### src/rtl/relogio_pkg.sv
// relogio_pkg: mode encoding and small helpers shared by the clock sequencer.
package relogio_pkg;

   typedef enum logic [1:0] {
      MODO_NORMAL = 2'd0,
      MODO_AJ_H   = 2'd1,
      MODO_AJ_M   = 2'd2
   } modo_t;

   // Mode button cycles NORMAL -> AJ_H -> AJ_M -> NORMAL; anything else lands in NORMAL.
   function automatic modo_t prox_modo(input modo_t m);
      return (m == MODO_NORMAL) ? MODO_AJ_H : (m == MODO_AJ_H) ? MODO_AJ_M : MODO_NORMAL;
   endfunction

   function automatic int largura(input int n);
      return $clog2(n) + 1;
   endfunction

endpackage

### src/rtl/relogio_ctrl_botao.sv
// botao_pulso: rising-edge detector for a debounced button, with optional hold-to-repeat.
// History resets to 1 so a button held through reset release produces no pulse.
module botao_pulso
   import relogio_pkg::*;
#(
   parameter bit REPEAT_EN     = 1'b0,
   parameter int HOLD_CYCLES   = 50_000_000,
   parameter int REPEAT_CYCLES = 12_500_000
) (
   input  logic clk,
   input  logic rst,
   input  logic nivel,
   output logic pulso
);

   logic prev_q;
   logic borda;

   always_ff @(posedge clk or posedge rst) begin
      if (rst) prev_q <= 1'b1;
      else     prev_q <= nivel;
   end

   assign borda = nivel & ~prev_q;

   generate
      if (REPEAT_EN) begin : g_rep
         localparam int CW = largura((HOLD_CYCLES > REPEAT_CYCLES) ? HOLD_CYCLES : REPEAT_CYCLES);
         localparam logic [CW-1:0] HOLD_N = CW'(HOLD_CYCLES);
         localparam logic [CW-1:0] REP_N  = CW'(REPEAT_CYCLES);
         logic [CW-1:0] cnt_q, cnt_d;
         logic          rep_q, rep_d;
         logic          dispara;
         // cnt_q == 0 means disarmed: only a real press starts the hold timer
         always_comb begin
            dispara = nivel & prev_q & (cnt_q != '0) & (cnt_q == (rep_q ? REP_N : HOLD_N));
            cnt_d   = !nivel ? '0 : (borda | dispara) ? CW'(1) : (cnt_q == '0) ? '0 : cnt_q + 1'b1;
            rep_d   = nivel & (rep_q | dispara);
         end
         always_ff @(posedge clk or posedge rst) begin
            if (rst) begin
               cnt_q <= '0;
               rep_q <= 1'b0;
            end else begin
               cnt_q <= cnt_d;
               rep_q <= rep_d;
            end
         end
         assign pulso = borda | dispara;
      end else begin : g_simples
         assign pulso = borda;
      end
   endgenerate

endmodule

### src/rtl/relogio_ctrl.sv
// relogio_ctrl: mode FSM, counter increment strobes and set-mode blink timer for the clock.
// Define RELOGIO_AUTO_REPEAT_EN to enable hold-to-repeat on btn_inc in the set modes.
module relogio_ctrl
   import relogio_pkg::*;
#(
   parameter int BLINK_CYCLES  = 25_000_000,
   parameter int HOLD_CYCLES   = 50_000_000,
   parameter int REPEAT_CYCLES = 12_500_000
) (
   input  logic       clk,
   input  logic       rst,
   input  logic       tick_1hz,
   input  logic       seg_fim,
   input  logic       min_fim,
   input  logic       btn_modo,
   input  logic       btn_inc,
   output logic       incrementa_seg,
   output logic       incrementa_min,
   output logic       incrementa_hora,
   output logic       zera_seg,
   output logic [1:0] modo,
   output logic       pisca_h,
   output logic       pisca_m
);

`ifdef RELOGIO_AUTO_REPEAT_EN
   localparam bit AUTO_REP = 1'b1;
`else
   localparam bit AUTO_REP = 1'b0;
`endif

   localparam int            BW     = largura(BLINK_CYCLES);
   localparam logic [BW-1:0] BL_FIM = BW'(BLINK_CYCLES - 1);

   logic          modo_p, inc_p, inc_ev, ajuste, limpa, fim;
   modo_t         modo_q, modo_d;
   logic          seg_q, seg_d, min_q, min_d, hora_q, hora_d, zera_q, zera_d;
   logic          ph_q, ph_d, pm_q, pm_d, fase_q, fase_d, bloq_q, bloq_d;
   logic [BW-1:0] cnt_q, cnt_d;

   botao_pulso #(
      .REPEAT_EN     (1'b0),
      .HOLD_CYCLES   (HOLD_CYCLES),
      .REPEAT_CYCLES (REPEAT_CYCLES)
   ) u_modo (
      .clk   (clk),
      .rst   (rst),
      .nivel (btn_modo),
      .pulso (modo_p)
   );

   botao_pulso #(
      .REPEAT_EN     (AUTO_REP),
      .HOLD_CYCLES   (HOLD_CYCLES),
      .REPEAT_CYCLES (REPEAT_CYCLES)
   ) u_inc (
      .clk   (clk),
      .rst   (rst),
      .nivel (btn_inc),
      .pulso (inc_p)
   );

   // A mode change swallows btn_inc and mutes it until released, cancelling any repeat in flight.
   always_comb begin
      bloq_d = btn_inc & (bloq_q | modo_p);
      inc_ev = inc_p & ~bloq_q & ~modo_p;
      modo_d = modo_p ? prox_modo(modo_q)
             : (modo_q == MODO_AJ_H || modo_q == MODO_AJ_M) ? modo_q : MODO_NORMAL;
      seg_d  = (modo_q == MODO_NORMAL) & tick_1hz;
      min_d  = (modo_q == MODO_NORMAL) ? tick_1hz & seg_fim : (modo_q == MODO_AJ_M) & inc_ev;
      hora_d = (modo_q == MODO_NORMAL) ? tick_1hz & seg_fim & min_fim : (modo_q == MODO_AJ_H) & inc_ev;
      zera_d = modo_p & (modo_q == MODO_AJ_M);
      ajuste = modo_d != MODO_NORMAL;
      limpa  = modo_p | inc_ev | ~ajuste;
      fim    = cnt_q == BL_FIM;
      cnt_d  = (limpa | fim) ? '0 : cnt_q + 1'b1;
      fase_d = limpa ? 1'b0 : fim ? ~fase_q : fase_q;
      ph_d   = (modo_d == MODO_AJ_H) & fase_d;
      pm_d   = (modo_d == MODO_AJ_M) & fase_d;
   end

   always_ff @(posedge clk or posedge rst) begin
      if (rst) begin
         modo_q <= MODO_NORMAL;
         seg_q  <= 1'b0;
         min_q  <= 1'b0;
         hora_q <= 1'b0;
         zera_q <= 1'b0;
         ph_q   <= 1'b0;
         pm_q   <= 1'b0;
         fase_q <= 1'b0;
         bloq_q <= 1'b0;
         cnt_q  <= '0;
      end else begin
         modo_q <= modo_d;
         seg_q  <= seg_d;
         min_q  <= min_d;
         hora_q <= hora_d;
         zera_q <= zera_d;
         ph_q   <= ph_d;
         pm_q   <= pm_d;
         fase_q <= fase_d;
         bloq_q <= bloq_d;
         cnt_q  <= cnt_d;
      end
   end

   assign incrementa_seg  = seg_q;
   assign incrementa_min  = min_q;
   assign incrementa_hora = hora_q;
   assign zera_seg        = zera_q;
   assign modo            = modo_q;
   assign pisca_h         = ph_q;
   assign pisca_m         = pm_q;

endmodule
### config.mk
export PLATFORM = sky130hd
export DESIGN_NAME = relogio_ctrl
export DESIGN_NICKNAME = d
export VERILOG_FILES = /design/src/rtl/relogio_pkg.sv /design/src/rtl/relogio_ctrl_botao.sv /design/src/rtl/relogio_ctrl.sv
export SDC_FILE = /design/constraint.sdc
export NUM_CORES = 1
export LEC_CHECK = 0
export CORE_ASPECT_RATIO = 1.75
export CORE_MARGIN = 1
export CORE_UTILIZATION = 55
export CTS_CLUSTER_SIZE = 16
export DETAILED_ROUTE_END_ITERATION = 6
export GPL_TIMING_DRIVEN = 1
export HOLD_SLACK_MARGIN = 0.08
export PLACE_DENSITY_LB_ADDON = 0.1
export SYNTH_ARGS = -nofsm -noshare
export SYNTH_HDL_FRONTEND = slang
export SYNTH_SLANG_ARGS = --single-unit
### constraint.sdc
create_clock -name clk -period 2.4 [get_ports clk]
set_input_delay 0.48 -clock clk [delete_from_list [all_inputs] [get_ports clk]]
set_output_delay 0.48 -clock clk [all_outputs]
set_load 0.02 [all_outputs]
==> flow_metrics.tcl, run 1 <==
set metrics [dict create \
    status "completed" \
    syn_nets 190 \
    critPathRequiredTime_ns 2.61 \
    synth-xor-area-share_pct 6.20 \
    synth.distinct_cells 40 \
    ir_drop_uv 543 \
    drt-wirelength-per-cell_um 15.9 \
    routed_wl_um 3870 \
    clock-root-buffer "clkbuf_8" \
    ys_seq_elements 38 \
    synth_top_area_share_pct 49.0 \
    finalInstanceArea_mm2 0.00216 \
    die_x_um 45.7 \
    port_buffers 14 \
    die_area_mm2 0.00358 \
    start_util_pct 57.8 \
    finalHoldViolCount 0 \
    ys_top_cells_by_area "dfrtp_1, a21oi_1, nor2_1" \
    max_stage_delay_ns 0.57 \
    clk_latency_ns 0.29 \
    utilization_pct 67.9 \
    cts_tree "done" \
    place_area_mm2 0.00201 \
    antennaDiodeCount 0 \
    synth_top_family_by_area "simple AND/OR/NAND/NOR gates" \
    start_kind "flip-flop" \
    post-dp-hpwl_um 2650 \
    drt_iter0_drc 32 \
    antenna_found_initial 0 \
    layout_common_cells "dfrtp_1, nor2_1, a21oi_1, clkdlybuf4s50_1, nand2_1" \
    leakage_nw 0.836 \
    pin_count 15 \
    ys.flop_type "dfrtp_1" \
    p_per_area_mw_per_mm2 786 \
    crit_family "simple AND/OR/NAND/NOR gates" \
    tns_ns 0 \
    areaGrowthSynthToFinish_pct 17.4 \
    grt_max_degree 39 \
    grt_pass1_wl_um 6490 \
    cts-hold-fix-buffers 0 \
    fp.coreArea_mm2 0.00318 \
    postCtsSetupBuffers 0 \
    drive_gt1_share_pct 11.0 \
    fin_crit_sh_pct 90.7 \
    worst_ep_arrival_time_ns 2.39 \
    ys_seq_area_share_pct 51.9 \
    synth_edf_count 0 \
    first_global_vias 1454 \
    synth_compound_area_share_pct 10.7 \
    die_height_um 78.4 \
    vias 1458 \
    finalPower_mw 1.70 \
    max_freq_ghz 0.460 \
    clk_pin_slew_ns 0.08 \
    grt_overflow 0 \
    hold_depth 1 \
    critPathSlowestCell "or4_4" \
    final_nets 207 \
    period_minus_slack_ns 2.18 \
    vias_per_cell 6.00 \
    hp-class "flip-flop to flip-flop" \
    final_common_cell "dfrtp_1" \
    cts_resized 0 \
    path_buf_inv 0 \
    finalWorstSetupSlack_ns 0.224 \
    crit_chain "ha_1 -> nand2_1 -> or4_4 -> or4_1 -> a21oi_1" \
    setup_viol 0 \
    dpl_worst_slack_ns 0.138 \
    netlist_area_mm2 0.00184 \
    gp_congestion 0.819 \
    clock_sinks 38 \
    yosysTopAreaCell "dfrtp_1" \
    cp_max_fo 11 \
    synth-simple-area-share_pct 27.0 \
    cap_violations 0 \
    clk_path_buf_depth 2 \
    ant_nets 0 \
    track_usage_pct 24.8 \
    syn_area_per_cell_um2 10.1 \
    syn-instance-count 182 \
    rsz0062_at_grt "no" \
    drc 0 \
    synth.area.mux_share_pct 0.545 \
    crit_cells 5 \
    skew_ns 0.0107 \
    worst-setup-path-type "flip-flop to flip-flop" \
    rr_worst_depth 5 \
    async_flop_share_pct 100 \
    synthAdderAreaFrac_pct 0.681 \
    slew_viol_final 0 \
    fp-row-count 27 \
    yosys_warnings 0 \
    h-tree-depth 2 \
    cp-end-kind "flip-flop" \
    tightest_slew_ns 0.527 \
    drt-pass1-iter-count 4 \
    cts-buffers-inserted 5 \
    relSlewSlack_pct 64.7 \
]
kinds of logic after synthesis:
logic type      count (synthesis)
compound gates                 33
xor+xnor                       13
buf+inv                        12
fa+ha+maj                       1
mux                             1
flops                          38
simple gates                   84
Yosys cell counts, drive strengths merged, types with 4 or more instances:
library cell and instances:
o21ai 7, clkbuf 4, o31ai 8, nand3 10, xor2 6, xnor2 7, nor2 18, or4 9
dfrtp 36, or3 4, nand4 10, and4 5, nand2 11, inv 6, a21oi 14
path summary, 6_finish.rpt:
check	start	slack (ns)	to
hold reg to reg	modo[1]	0.51	modo[0]
min in group asynchronous	rst	0.59	cnt_q[4]
setup / recovery	cnt_q[0]	0.22	cnt_q[20]
max in group asynchronous	rst	1.45	u_modo.prev_q
setup reg to reg	cnt_q[0]	0.22	cnt_q[20]
hold / removal	modo[1]	0.51	modo[0]
power by group:
group	internal, mW	switching [mW]
clock	0.443	0.227
sequential	0.686	0.0429
combinational	0.115	0.182
area by class of cell:
cell class	count	area (um^2)
fillers	285	1020
inverters	6	22.5
clock buffers	6	82.6
well taps	43	53.8
repair buffers	16	155
multi-input cells	132	830
flip-flops and latches	38	953
clock inverters	2	60.1
worst register-to-register path, cell delays in order (launching register included):
cell,delay (ns)
dfrtp_1,0.42
ha_1,0.31
nand2_1,0.13
or4_4,0.57
or4_1,0.52
a21oi_1,0.16
metal layers:
metal  vias to the layer above  wire length [um]  global-route usage (%)
li1                        701                 -                       -
met1                       719              1530                    27.7
met2                        29              2150                    43.4
met3                         9               111                    5.29
met4                         0                91                    9.70
met5                         -                 0                       0
sequential cells by signal (all words and copies together) (netlist names):
signal / flops
zera_seg: 1
modo: 2
incrementa_hora: 1
pisca_h: 1
fase_q: 1
incrementa_seg: 1
bloq_q: 1
pisca_m: 1
u_modo.prev_q: 1
cnt_q: 26
u_inc.prev_q: 1
incrementa_min: 1
through the flow:
stage               hold slack (ns)  instances
global route                  0.537        243
CTS                           0.515        243
detailed placement            0.505        235
global placement              0.502        235
floorplan                     0.465        182
finish                        0.513        243
Power figures use the tool's default switching activity.
==> inputs of run 2 (changes only) <==
- SETUP_SLACK_MARGIN: unset -> 0.15
==> flow_metrics.tcl, run 2 (synthesis results as in run 1) <==
set metrics [dict create \
    layout_common_cells "dfrtp_1, nor2_1, a21oi_1, clkdlybuf4s50_1, nand2_1" \
    clk_pin_slew_ns 0.08 \
    finalHoldViolCount 0 \
    rsz0062_at_grt "yes" \
    start_util_pct 57.8 \
    slew_viol_final 0 \
    die_height_um 78.4 \
    final_common_cell "dfrtp_1" \
    clock-root-buffer "clkbuf_8" \
    cp_max_fo 11 \
    period_minus_slack_ns 2.11 \
    drive_gt1_share_pct 11.5 \
    largest_register_ffs 26 \
    leakage_nw 0.835 \
    fp.coreArea_mm2 0.00318 \
    grt_max_degree 39 \
    drt-wirelength-per-cell_um 16.0 \
    fin_crit_sh_pct 88.1 \
    gp_congestion 0.819 \
    tightest_slew_ns 0.527 \
    vias_per_cell 5.97 \
    status "completed" \
    drt-pass1-iter-count 4 \
    first_global_vias 1454 \
    cap_violations 0 \
    nFillCells 281 \
    clk_path_buf_depth 2 \
    critPathRequiredTime_ns 2.61 \
    areaGrowthSynthToFinish_pct 17.8 \
    hp-class "flip-flop to flip-flop" \
    worst_ep_arrival_time_ns 2.33 \
    routed_wl_um 3880 \
    post-dp-hpwl_um 2650 \
    relSlewSlack_pct 64.7 \
    tns_ns 0 \
    multi_input_area_um2 836 \
    seqCellArea_um2 953 \
    setup_viol 0 \
    ant_nets 0 \
    clock_sinks 38 \
    finalWorstSetupSlack_ns 0.286 \
    rr_worst_depth 5 \
    ir_drop_uv 543 \
    vias 1450 \
    port_buffers 14 \
    cts_tree "done" \
    grt_overflow 0 \
    drt_iter0_drc 30 \
    grt_pass1_wl_um 6490 \
    h-tree-depth 2 \
    final_nets 207 \
    fp-row-count 27 \
    clk_latency_ns 0.29 \
    dp.cells 235 \
    hold_depth 1 \
    p_per_area_mw_per_mm2 784 \
    antennaDiodeCount 0 \
    track_usage_pct 24.8 \
    worst-setup-path-type "flip-flop to flip-flop" \
    skew_ns 0.0110 \
    cp-end-kind "flip-flop" \
    start_kind "flip-flop" \
    cts-buffers-inserted 5 \
    die_area_mm2 0.00358 \
    final_cells 243 \
    dpl_worst_slack_ns 0.138 \
    max_freq_ghz 0.473 \
    antenna_found_initial 0 \
    drc 0 \
    die_x_um 45.7 \
    largest_register "cnt_q" \
    pin_count 15 \
]
## run 2: changes by cell type in the layout (fill, tap and decap cells not counted)
cell   previous run  this run
ha_1              1         0
ha_2              0         1
or3_4             0         1
or3_2             3         2
## run 2: worst paths after layout
check / start / endpoint / slack, ns
max reg2reg: cnt_q[0] / cnt_q[20] / 0.29
min: modo[1] / modo[0] / 0.51
min reg2reg: modo[1] / modo[0] / 0.51
max in group asynchronous: rst / u_modo.prev_q / 1.45
max: cnt_q[0] / cnt_q[20] / 0.29
min in group asynchronous: rst / cnt_q[8] / 0.59
## run 2: final cells by class
| class | instances | share of cell area [%] |
|---|---|---|
| Timing Repair Buffer | 16 | 7.17 |
| Clock buffer | 6 | 3.82 |
| Sequential cell | 38 | 44.1 |
| Inverter | 6 | 1.04 |
| Clock inverter | 2 | 2.78 |
| Tap cell | 43 | 2.49 |
| Multi-Input combinational cell | 132 | 38.6 |
## run 2: what timing repair did
action / 4_1_cts / 5_1_grt
hold buffers: 0 / 0
resized for setup: 0 / 2
endpoints found under the setup margin: 0 / 4
buffers inserted: 0 / 0
## run 2: where the power goes
group,switching (mW),total [mW],internal (mW)
Combinational,0.182,0.298,0.116
Clock,0.226,0.670,0.443
Sequential,0.0429,0.729,0.686
Total,0.452,1.70,1.24
## run 2: critical path, cell delays in order, from the launching register on
cell and delay, ns:
dfrtp_1 0.42, ha_2 0.27, nand2_1 0.10, or4_4 0.57
or4_1 0.52, a21oi_1 0.16
## run 2: layer usage
layer  GRT usage [%]  vias up  wire (um)
li1                -      701          -
met1            27.7      710       1500
met2            43.4       30       2180
met3            5.29        9        111
met4            9.70        0         89
met5               0        -          0
## run 2: stage by stage
step	utilization [%]	hold WS [ns]	total power [mW]	cell area [um^2]
floorplan	-	0.465	0.910	1840
global placement	63.4	0.502	1.03	2010
detailed placement	63.4	0.505	1.04	2010
CTS	67.9	0.515	1.71	2160
global route	68.1	0.537	1.77	2160
finish	68.1	0.513	1.70	2160
